===== config.mk =====
export PLATFORM = sky130hd
export DESIGN_NAME = clock_period_meter
export DESIGN_NICKNAME = d
export VERILOG_FILES = /design/src/rtl/clk_meter_pkg.sv /design/src/rtl/sync_edge_det.sv /design/src/rtl/clock_period_meter.sv
export SDC_FILE = /design/constraint.sdc
export NUM_CORES = 1
export LEC_CHECK = 0
export ABC_CLOCK_PERIOD_IN_PS = 2950
export BUFFER_PORTS_ARGS = -buffer_cell sky130_fd_sc_hd__buf_2
export CORE_MARGIN = 3
export CORE_UTILIZATION = 60
export CTS_BUF_LIST = sky130_fd_sc_hd__clkbuf_8
export DETAILED_ROUTE_END_ITERATION = 12
export PLACE_DENSITY = 0.9
export RECOVER_POWER = 100
export SLEW_MARGIN = 40
export SYNTH_ARGS = -nofsm -noshare
export SYNTH_HDL_FRONTEND = slang
export SYNTH_SLANG_ARGS = --single-unit

===== constraint.sdc =====
create_clock -name clk_ref -period 2.95 [get_ports clk_ref]
set_input_delay 0.295 -clock clk_ref [delete_from_list [all_inputs] [get_ports clk_ref]]
set_output_delay 0.295 -clock clk_ref [all_outputs]
set_load 0.05 [all_outputs]

===== src/rtl/clk_meter_pkg.sv =====
// Shared definitions for the clock period meter: FSM encoding, default width
// and the counter saturation value.
package clk_meter_pkg;

  localparam int unsigned CNT_W_DEF = 32;
  localparam logic [CNT_W_DEF-1:0] CNT_SAT_DEF = {CNT_W_DEF{1'b1}};

  typedef enum logic [1:0] {
    IDLE = 2'd0,
    ARM  = 2'd1,
    MEAS = 2'd2
  } state_t;

endpackage


===== src/rtl/sync_edge_det.sv =====
// Synchronizes the monitored clock into the reference domain and flags its
// rising edges; rise is aligned with the cycle in which mon_s first reads 1.
module sync_edge_det #(
  parameter int unsigned SYNC_STAGES = 2
) (
  input  logic clk_ref,
  input  logic rst,
  input  logic din,
  output logic mon_s,
  output logic rise
);

  logic [SYNC_STAGES-1:0] sync_q;
  logic                   mon_d;

  // Flop chain plus one delay stage for edge detection
  always_ff @(posedge clk_ref or negedge rst) begin
    if (!rst) begin
      sync_q <= '0;
      mon_d  <= 1'b0;
    end else begin
      sync_q <= {sync_q[SYNC_STAGES-2:0], din};
      mon_d  <= sync_q[SYNC_STAGES-1];
    end
  end

  assign mon_s = sync_q[SYNC_STAGES-1];
  assign rise  = mon_s & ~mon_d;

endmodule


===== src/rtl/clock_period_meter.sv =====
// Measures period and high time of clk_mon in clk_ref cycles and flags lock.
// Optional expected-period checker: define CLK_PERIOD_METER_EXPECT_EN.
module clock_period_meter
  import clk_meter_pkg::*;
#(
  parameter int unsigned CNT_W       = CNT_W_DEF,
  parameter int unsigned SYNC_STAGES = 2,
  parameter int unsigned LOCK_COUNT  = 4
) (
  input  logic             clk_ref,
  input  logic             rst,
  input  logic             enable,
  input  logic             clk_mon,
`ifdef CLK_PERIOD_METER_EXPECT_EN
  input  logic [CNT_W-1:0] expected_period,
  output logic             period_err,
`endif
  output logic [CNT_W-1:0] period,
  output logic [CNT_W-1:0] high_time,
  output logic             meas_valid,
  output logic             locked,
  output logic             overflow
);

  localparam int unsigned        MATCH_W   = $clog2(LOCK_COUNT);
  localparam logic [MATCH_W-1:0] MATCH_MAX = MATCH_W'(LOCK_COUNT - 1);
  localparam logic [CNT_W-1:0]   CNT_SAT   = {CNT_W{1'b1}};

  logic mon_s;
  logic rise;

  state_t             state_q, state_d;
  logic [CNT_W-1:0]   cnt_q, cnt_d;
  logic [CNT_W-1:0]   hcnt_q, hcnt_d;
  logic [MATCH_W-1:0] match_q, match_d;
  logic               have_prev_q, have_prev_d;
  logic [CNT_W-1:0]   period_d, high_d;
  logic               valid_d, locked_d, ovf_d;

  sync_edge_det #(
    .SYNC_STAGES (SYNC_STAGES)
  ) u_sync (
    .clk_ref (clk_ref),
    .rst     (rst),
    .din     (clk_mon),
    .mon_s   (mon_s),
    .rise    (rise)
  );

  // State, counters and registered outputs
  always_ff @(posedge clk_ref or negedge rst) begin
    if (!rst) begin
      state_q     <= IDLE;
      cnt_q       <= '0;
      hcnt_q      <= '0;
      match_q     <= '0;
      have_prev_q <= 1'b0;
      period      <= '0;
      high_time   <= '0;
      meas_valid  <= 1'b0;
      locked      <= 1'b0;
      overflow    <= 1'b0;
    end else begin
      state_q     <= state_d;
      cnt_q       <= cnt_d;
      hcnt_q      <= hcnt_d;
      match_q     <= match_d;
      have_prev_q <= have_prev_d;
      period      <= period_d;
      high_time   <= high_d;
      meas_valid  <= valid_d;
      locked      <= locked_d;
      overflow    <= ovf_d;
    end
  end

  // Next-state, counting, capture and lock tracking
  always_comb begin
    state_d     = state_q;
    cnt_d       = cnt_q;
    hcnt_d      = hcnt_q;
    match_d     = match_q;
    have_prev_d = have_prev_q;
    period_d    = period;
    high_d      = high_time;
    valid_d     = 1'b0;
    locked_d    = locked;
    ovf_d       = overflow;

    if (!enable) begin
      state_d     = IDLE;
      cnt_d       = '0;
      hcnt_d      = '0;
      match_d     = '0;
      have_prev_d = 1'b0;
      locked_d    = 1'b0;
      ovf_d       = 1'b0;
    end else begin
      case (state_q)
        IDLE: begin
          state_d     = ARM;
          have_prev_d = 1'b0;
        end
        ARM: begin
          if (rise) begin
            cnt_d   = CNT_W'(1);
            hcnt_d  = CNT_W'(1);
            state_d = MEAS;
          end
        end
        MEAS: begin
          if (rise) begin
            period_d    = cnt_q;
            high_d      = hcnt_q;
            valid_d     = 1'b1;
            cnt_d       = CNT_W'(1);
            hcnt_d      = CNT_W'(1);
            have_prev_d = 1'b1;
            // First capture after arming has nothing to compare against
            if (have_prev_q && (cnt_q == period)) begin
              if (match_q != MATCH_MAX) match_d = match_q + MATCH_W'(1);
            end else begin
              match_d = '0;
            end
            locked_d = (match_d == MATCH_MAX);
          end else if (cnt_q == CNT_SAT) begin
            ovf_d       = 1'b1;
            locked_d    = 1'b0;
            match_d     = '0;
            have_prev_d = 1'b0;
            state_d     = ARM;
          end else begin
            cnt_d = cnt_q + CNT_W'(1);
            if (mon_s) hcnt_d = hcnt_q + CNT_W'(1);
          end
        end
        default: state_d = IDLE;
      endcase
    end
  end

`ifdef CLK_PERIOD_METER_EXPECT_EN
  logic lock_seen_q, lock_seen_d;
  logic err_d;

  // Once lock has been seen, any captured period off target sets a sticky error
  always_comb begin
    lock_seen_d = lock_seen_q;
    err_d       = period_err;
    if (!enable) begin
      lock_seen_d = 1'b0;
      err_d       = 1'b0;
    end else if (valid_d) begin
      if (lock_seen_q && (cnt_q != expected_period)) err_d = 1'b1;
      if (locked_d) lock_seen_d = 1'b1;
    end
  end

  always_ff @(posedge clk_ref or negedge rst) begin
    if (!rst) begin
      lock_seen_q <= 1'b0;
      period_err  <= 1'b0;
    end else begin
      lock_seen_q <= lock_seen_d;
      period_err  <= err_d;
    end
  end
`endif

endmodule


Word level (Yosys, flattened, before mapping)
Index checks and enable logic that the tools add are counted.
{ "classes": {"n_reduce_logical": 9, "n_mux": 38, "eq_ne": 18, "n_bitwise": 2, "add_sub_neg": 3} }
{ "op_table": {"columns": ["op", "count"], "rows": [
  ["$mux 32", 8],
  ["$pmux 32 s2", 2],
  ["$add 32x1->32 const B", 2],
  ["$eq 32x32->1", 1],
  ["$eq 32x32->1 const B", 1],
  ["$mux 2", 13],
  ["$mux 1", 13],
  ["$reduce_and 3->1", 4],
  ["$ne 3x1->1 const B", 3],
  ["$ne 3x3->1 const B", 3],
  ["$ne 4x4->1 const B", 2],
  ["$pmux 2 s3", 1],
  ["$eq 2x2->1 const B", 2],
  ["$ne 2x1->1 const B", 2],
  ["$ne 2x2->1 const B", 2],
  ["$ne 4x3->1 const B", 1],
  ["$reduce_and 2->1", 2],
  ["$reduce_and 4->1", 1],
  ["$add 2x1->2 const B", 1],
  ["$eq 2x1->1 const B", 1],
  ["$logic_not 2->1", 1],
  ["$pmux 1 s2", 1],
  ["$and 1x1->1", 1],
  ["$logic_and 1x1->1", 1],
  ["$not 1->1", 1]
]} }
{ "totals": {"output_inout_bits": 67, "ff_bits": 139, "wordCells": 82} }

Depth between registers and ports, before layout
{ "logic_depth": {"depth_word": 10, "depth_mapped": 9} }

Modules after synthesis
Synthesis repeated with hierarchy kept, for this count alone.
{ "unflattened": {"hier_cells": 770, "area_unflattened_um2": 6991.7} }
{ "modules_own_cells": {"columns": ["module", "instances", "cells_per_inst", "area_each_um2"], "rows": [
  ["clock_period_meter", 1, 766, 6902.9],
  ["sync_edge_det", 1, 4, 88.8]
]} }

Worst setup path after synthesis
OpenSTA, ideal clock, no wires.
{ "synth_timing": {"path_type": "reg2reg", "start": "register cnt_q[4]", "end": "register cnt_q[25]", "setup_ns": 0.119, "stages_incl_launch_ff": 9, "t_arrival_ns": 2.054, "required_ns": 2.831, "path_slack_ns": 0.778, "n_path_buf": 3, "period_less_slack_ns": 2.172, "cell_sequence": "dfrtp_1 > buf_2 > nand4_2 > or4_4 > nor4_4 > buf_2 > buf_2 > nor4_1 > o21a_1"} }
{ "synth_via": {"elab_chain_len": 5} }
{ "synth_rtl": {"columns": ["item", "line_no", "rtl"], "rows": [
  ["start: declaration", "clock_period_meter.sv:33", "logic [CNT_W-1:0] cnt_q, cnt_d;"],
  ["start signal: assignment", "clock_period_meter.sv:65", "cnt_q <= cnt_d;"],
  ["$add 32x1->32", "clock_period_meter.sv:133", "cnt_d = cnt_q + CNT_W'(1);"],
  ["$mux 32", "clock_period_meter.sv:126", "end else if (cnt_q == CNT_SAT) begin"],
  ["$mux 32", "clock_period_meter.sv:112", "if (rise) begin"],
  ["$pmux 32 s2", "clock_period_meter.sv:99", "case (state_q)"],
  ["$mux 32", "clock_period_meter.sv:90", "if (!enable) begin"]
]} }
Several ways; a longest one is shown, not always the timed one. The select of a mux whose other input is x is not followed.
A chain may end at the register's enable or synchronous reset.

Worst setup path after layout
{ "layout_timing": {"start": "register cnt_q[0]", "end": "register hcnt_q[27]"} }
{ "layout_via": {"elab_chain_len": 3} }
{ "layout_rtl": {"columns": ["item", "line_no", "rtl"], "rows": [
  ["$eq 32x32->1", "clock_period_meter.sv:126", null],
  ["$ne 4x4->1 (no source line)", null, null],
  ["$reduce_and 4->1 (no source line)", null, null],
  ["end signal: assignment", "clock_period_meter.sv:66", "hcnt_q <= hcnt_d;"],
  ["end: declaration", "clock_period_meter.sv:34", "logic [CNT_W-1:0] hcnt_q, hcnt_d;"]
]} }
No other way between the ends.

==> impl_metrics.yaml <==
power:
  power_density_nw_per_um2: 444
  p_switching_w: 0.000834
  power_w: 0.00345
  power_frac_comb_pct: 4.6
  leakage_nw: 3.26
  ir_drop_v: 0.000363
  p_clk_share_pct: 39.4
  sw_frac_of_total_pct: 24.2
  internal_power_w: 0.00261
  sequentialPowerShare_pct: 56.1
setup_path:
  worst-r2r-cell-count: 7
  crit_chain: "ha_1 -> nand3_1 -> or4_1 -> nor4_4 -> clkbuf_2 -> o21ai_0 -> a21oi_1"
  worstPathBufferInverterCount: 1
  critPathKind: "flop to flop"
  endpoint_kind: "flop"
  crit_path_max_fanout: 25
  critPathRequiredTime_ps: 3330
  cpPeakStageDelay_ps: 580
  critPathTopFamily: "simple AND/OR/NAND/NOR gates"
  startpoint_type: "flop"
  rrSetupSlack_ps: 370
  startpoint: "cnt_q[0]$_DFFE_PN0P_"
  worstPathArrival_ps: 2960
  r2r_end: "hcnt_q[27]$_DFFE_PN0P_"
  r2r-start: "cnt_q[0]$_DFFE_PN0P_"
  slowest_stage: "or4_1"
cts:
  root_buffer: "clkbuf_8"
  cts_setup_buffers: 0
  cts_tree: "yes"
  cts_made_buffers: 17
  insertion_delay_ps: 450
  cts.sink_count: 139
  clockBufferDepth: 2
  hold_buffers: 2
  ctsResizeCount: 0
  htreeDepth: 4
  clkTransAtPathRegs_ps: 70
logic_synthesis:
  synth_edf_count: 0
  ys_seq_area_share_pct: 49.5
  mappedNetlistNets: 671
  synth-seq-cells: 139
  syn_inst: 665
  synth_area_sq_um: 7020
  ys.flop_type: "dfrtp_1"
  yosysWarningCount: 0
  async_reset_ff_share_pct: 100
  synth.distinct_cells: 51
  syn_area_per_cell_sq_um: 10.6
global_routing:
  busiest_layer: "met2"
  grt_use_total_pct: 27.3
  grt_pass1_vias: 5883
  use_met2_pct: 44.9
  grt_pass1_wl_microns: 28500
  grt_max_degree: 85
  grt_util_met3_pct: 6.45
  grt_antenna_before_repair: 0
  gr-usage-met1_pct: 34.5
  grt-ovfl-total: 0
timing:
  relSlewSlack_pct: -41.0
  fin_skew_ps: 7.82
  setup_tns_ps: 0
  min_period_over_period_pct: 87.5
  timing.hold.ws_ps: 225
  setup_viol: 0
  tightestPinTransition_ps: 2120
  fmaxAchievable_ghz: 0.387
  slew_viol_final: 84
  rsz0062_at_grt: "no"
  hold_viol: 0
  fin_crit_ps: 2580
drt:
  routed_via_density: 6.73
  drc_errors: 0
  vias: 5920
  drtIter0Drc: 543
  ant_nets: 0
  drt_wl_total_microns: 17000
  dr.pass1.iters: 5
  avgRoutedWirePerCell_microns: 19.3
final_layout:
  area.sequential_sq_um: 3480
  multi_input_area_sq_um: 3290
  areaGrowthSynthToFinish_pct: 10.6
  fill_cells: 830
  nets: 733
  drive_gt1_share_pct: 16.1
  diodes: 0
  final_util_pct: 69.8
  fin_cells: 880
min_path:
  hp-class: "primary input to flop"
  hp-start: "enable"
  min_to: "overflow$_DFFE_PN0P_"
  hold_depth: 2
placement:
  hpwl_microns: 11500
  port_buffers: 70
  gp_congestion: 0.957
  dp_cells: 846
flow_run:
  drv_cap: 1
floorplanning:
  num_rows: 38
  start_util_pct: 63.1
  coreArea_sq_um: 11100
  dieWidth_microns: 114
  fp.dieArea_sq_um: 13000
  boundaryPins: 71
  fp.dieH_microns: 114
status:
  violations: "capacitance limit, slew limit"
  outcome: "finished, violations left"
[Yosys cell counts, types with 2 or more instances]
cell type	count	area share (%)
nor2_1	12	0.64
buf_2	11	0.78
o2bb2ai_1	2	0.25
inv_1	8	0.43
o21ai_1	18	1.3
nand4_1	38	3.4
buf_1	2	0.11
o211ai_1	9	0.96
nand3_1	30	2.1
a41oi_1	2	0.25
nor3_1	12	0.86
o31ai_1	25	2.7
a21oi_1	40	2.8
o21a_1	7	0.75
mux2i_1	2	0.29
dfrtp_1	139	50
buf_6	5	0.80
ha_1	2	0.36
nor2b_1	3	0.27
mux2_2	64	10
and3_1	11	0.98
or3_1	13	1.2
nand4b_1	2	0.25
or2_2	2	0.18
o21ai_0	7	0.50
and4_1	3	0.37
clkbuf_1	25	1.3
nor4_1	13	1.2
o31a_1	4	0.50
xor2_1	4	0.50
a31oi_1	9	0.80
buf_4	2	0.21
or4_1	38	4.1
xnor2_1	29	3.6
nand2b_1	5	0.45
nand2_1	51	2.7
a21o_1	2	0.21
[layout by cell type (no fill, tap or decap), drive strengths merged, types with 4 or more instances in the layout]
| cell type | instances |
|---|---|
| o21a | 7 |
| o31a | 4 |
| mux2 | 64 |
| clkinv | 5 |
| dfrtp | 139 |
| clkbuf | 88 |
| nor3 | 12 |
| nor4 | 15 |
| nand2b | 5 |
| xnor2 | 29 |
| a21oi | 40 |
| xor2 | 4 |
| nand4 | 39 |
| buf | 16 |
| a31oi | 9 |
| nand2 | 51 |
| nand3 | 30 |
| inv | 14 |
| o31ai | 25 |
| o211ai | 9 |
| and3 | 11 |
| nor2 | 12 |
| o21ai | 25 |
| or4 | 39 |
| or3 | 13 |
[power by group through the flow]
| stage | registers, W | logic (W) | clock network (W) |
|---|---|---|---|
| after floorplan | 0.00197 | 0.0000731 | 0 |
| after global placement | 0.00197 | 0.000152 | 0 |
| after detailed placement | 0.00197 | 0.000156 | 0 |
| after CTS | 0.00193 | 0.000159 | 0.00138 |
| after global routing | 0.00193 | 0.000172 | 0.00147 |
| final | 0.00193 | 0.000157 | 0.00136 |
[worst max-delay path by stage]
| stage | slack (ps) | cells after the start | end |
|---|---|---|---|
| detailed placement | 540 | 7 | cnt_q[23]$_DFFE_PN0P_ |
| floorplan | 780 | 8 | cnt_q[25]$_DFFE_PN0P_ |
| global route | 180 | 6 | hcnt_q[27]$_DFFE_PN0P_ |
| CTS | 530 | 7 | cnt_q[23]$_DFFE_PN0P_ |
| finish | 370 | 7 | hcnt_q[27]$_DFFE_PN0P_ |
| global placement | 650 | 7 | cnt_q[23]$_DFFE_PN0P_ |
[layout make-up]
type,instances,area share [%]
clock inverters,14,1.19
clock buffers,18,3.19
flip-flops and latches,139,44.8
inverters,8,0.387
repair buffers,88,5.80
well taps,140,2.26
multi-input cells,473,42.4
[layer usage]
metal  up-vias  routed length [microns]
met4         0                      488
met3        51                     1340
met1      2911                     6850
met2       317                     8310
met5         -                        0
li1       2641                        -
[cell families after synthesis]
kind of cell             synth area share, %
buffers and inverters                   3.67
AO/OA/AOI/OAI                           11.8
multiplexers                            10.5
AND/OR/NAND/NOR                         20.0
adder cells (fa/ha/maj)                0.356
XOR/XNOR                                4.11
flip-flops                              49.5
[stage by stage]
stage                     area, sq um  setup WS [ps]
after global routing             7770            176
after detailed placement         7500            543
final                            7770            368
after CTS                        7870            527
after global placement           7500            646
after floorplan                  7020            778
[worst reg2reg max path: cells and delay by family (launching register included)]
kind | cells | cell delay (ps)
AO/OA/AOI/OAI | 2 | 350
adder cells (fa/ha/maj) | 1 | 230
buffers and inverters | 1 | 450
flip-flops | 1 | 490
AND/OR/NAND/NOR | 3 | 980
[sequential cells by signal, indices dropped and copies added (netlist names)]
signal	count
locked	1
match_q	2
state_q	2
have_prev_q	1
hcnt_q	32
high_time	32
period	32
u_sync.sync_q	2
overflow	1
cnt_q	32
meas_valid	1
u_sync.mon_d	1
No activity file was read; power rests on OpenSTA's default activity.
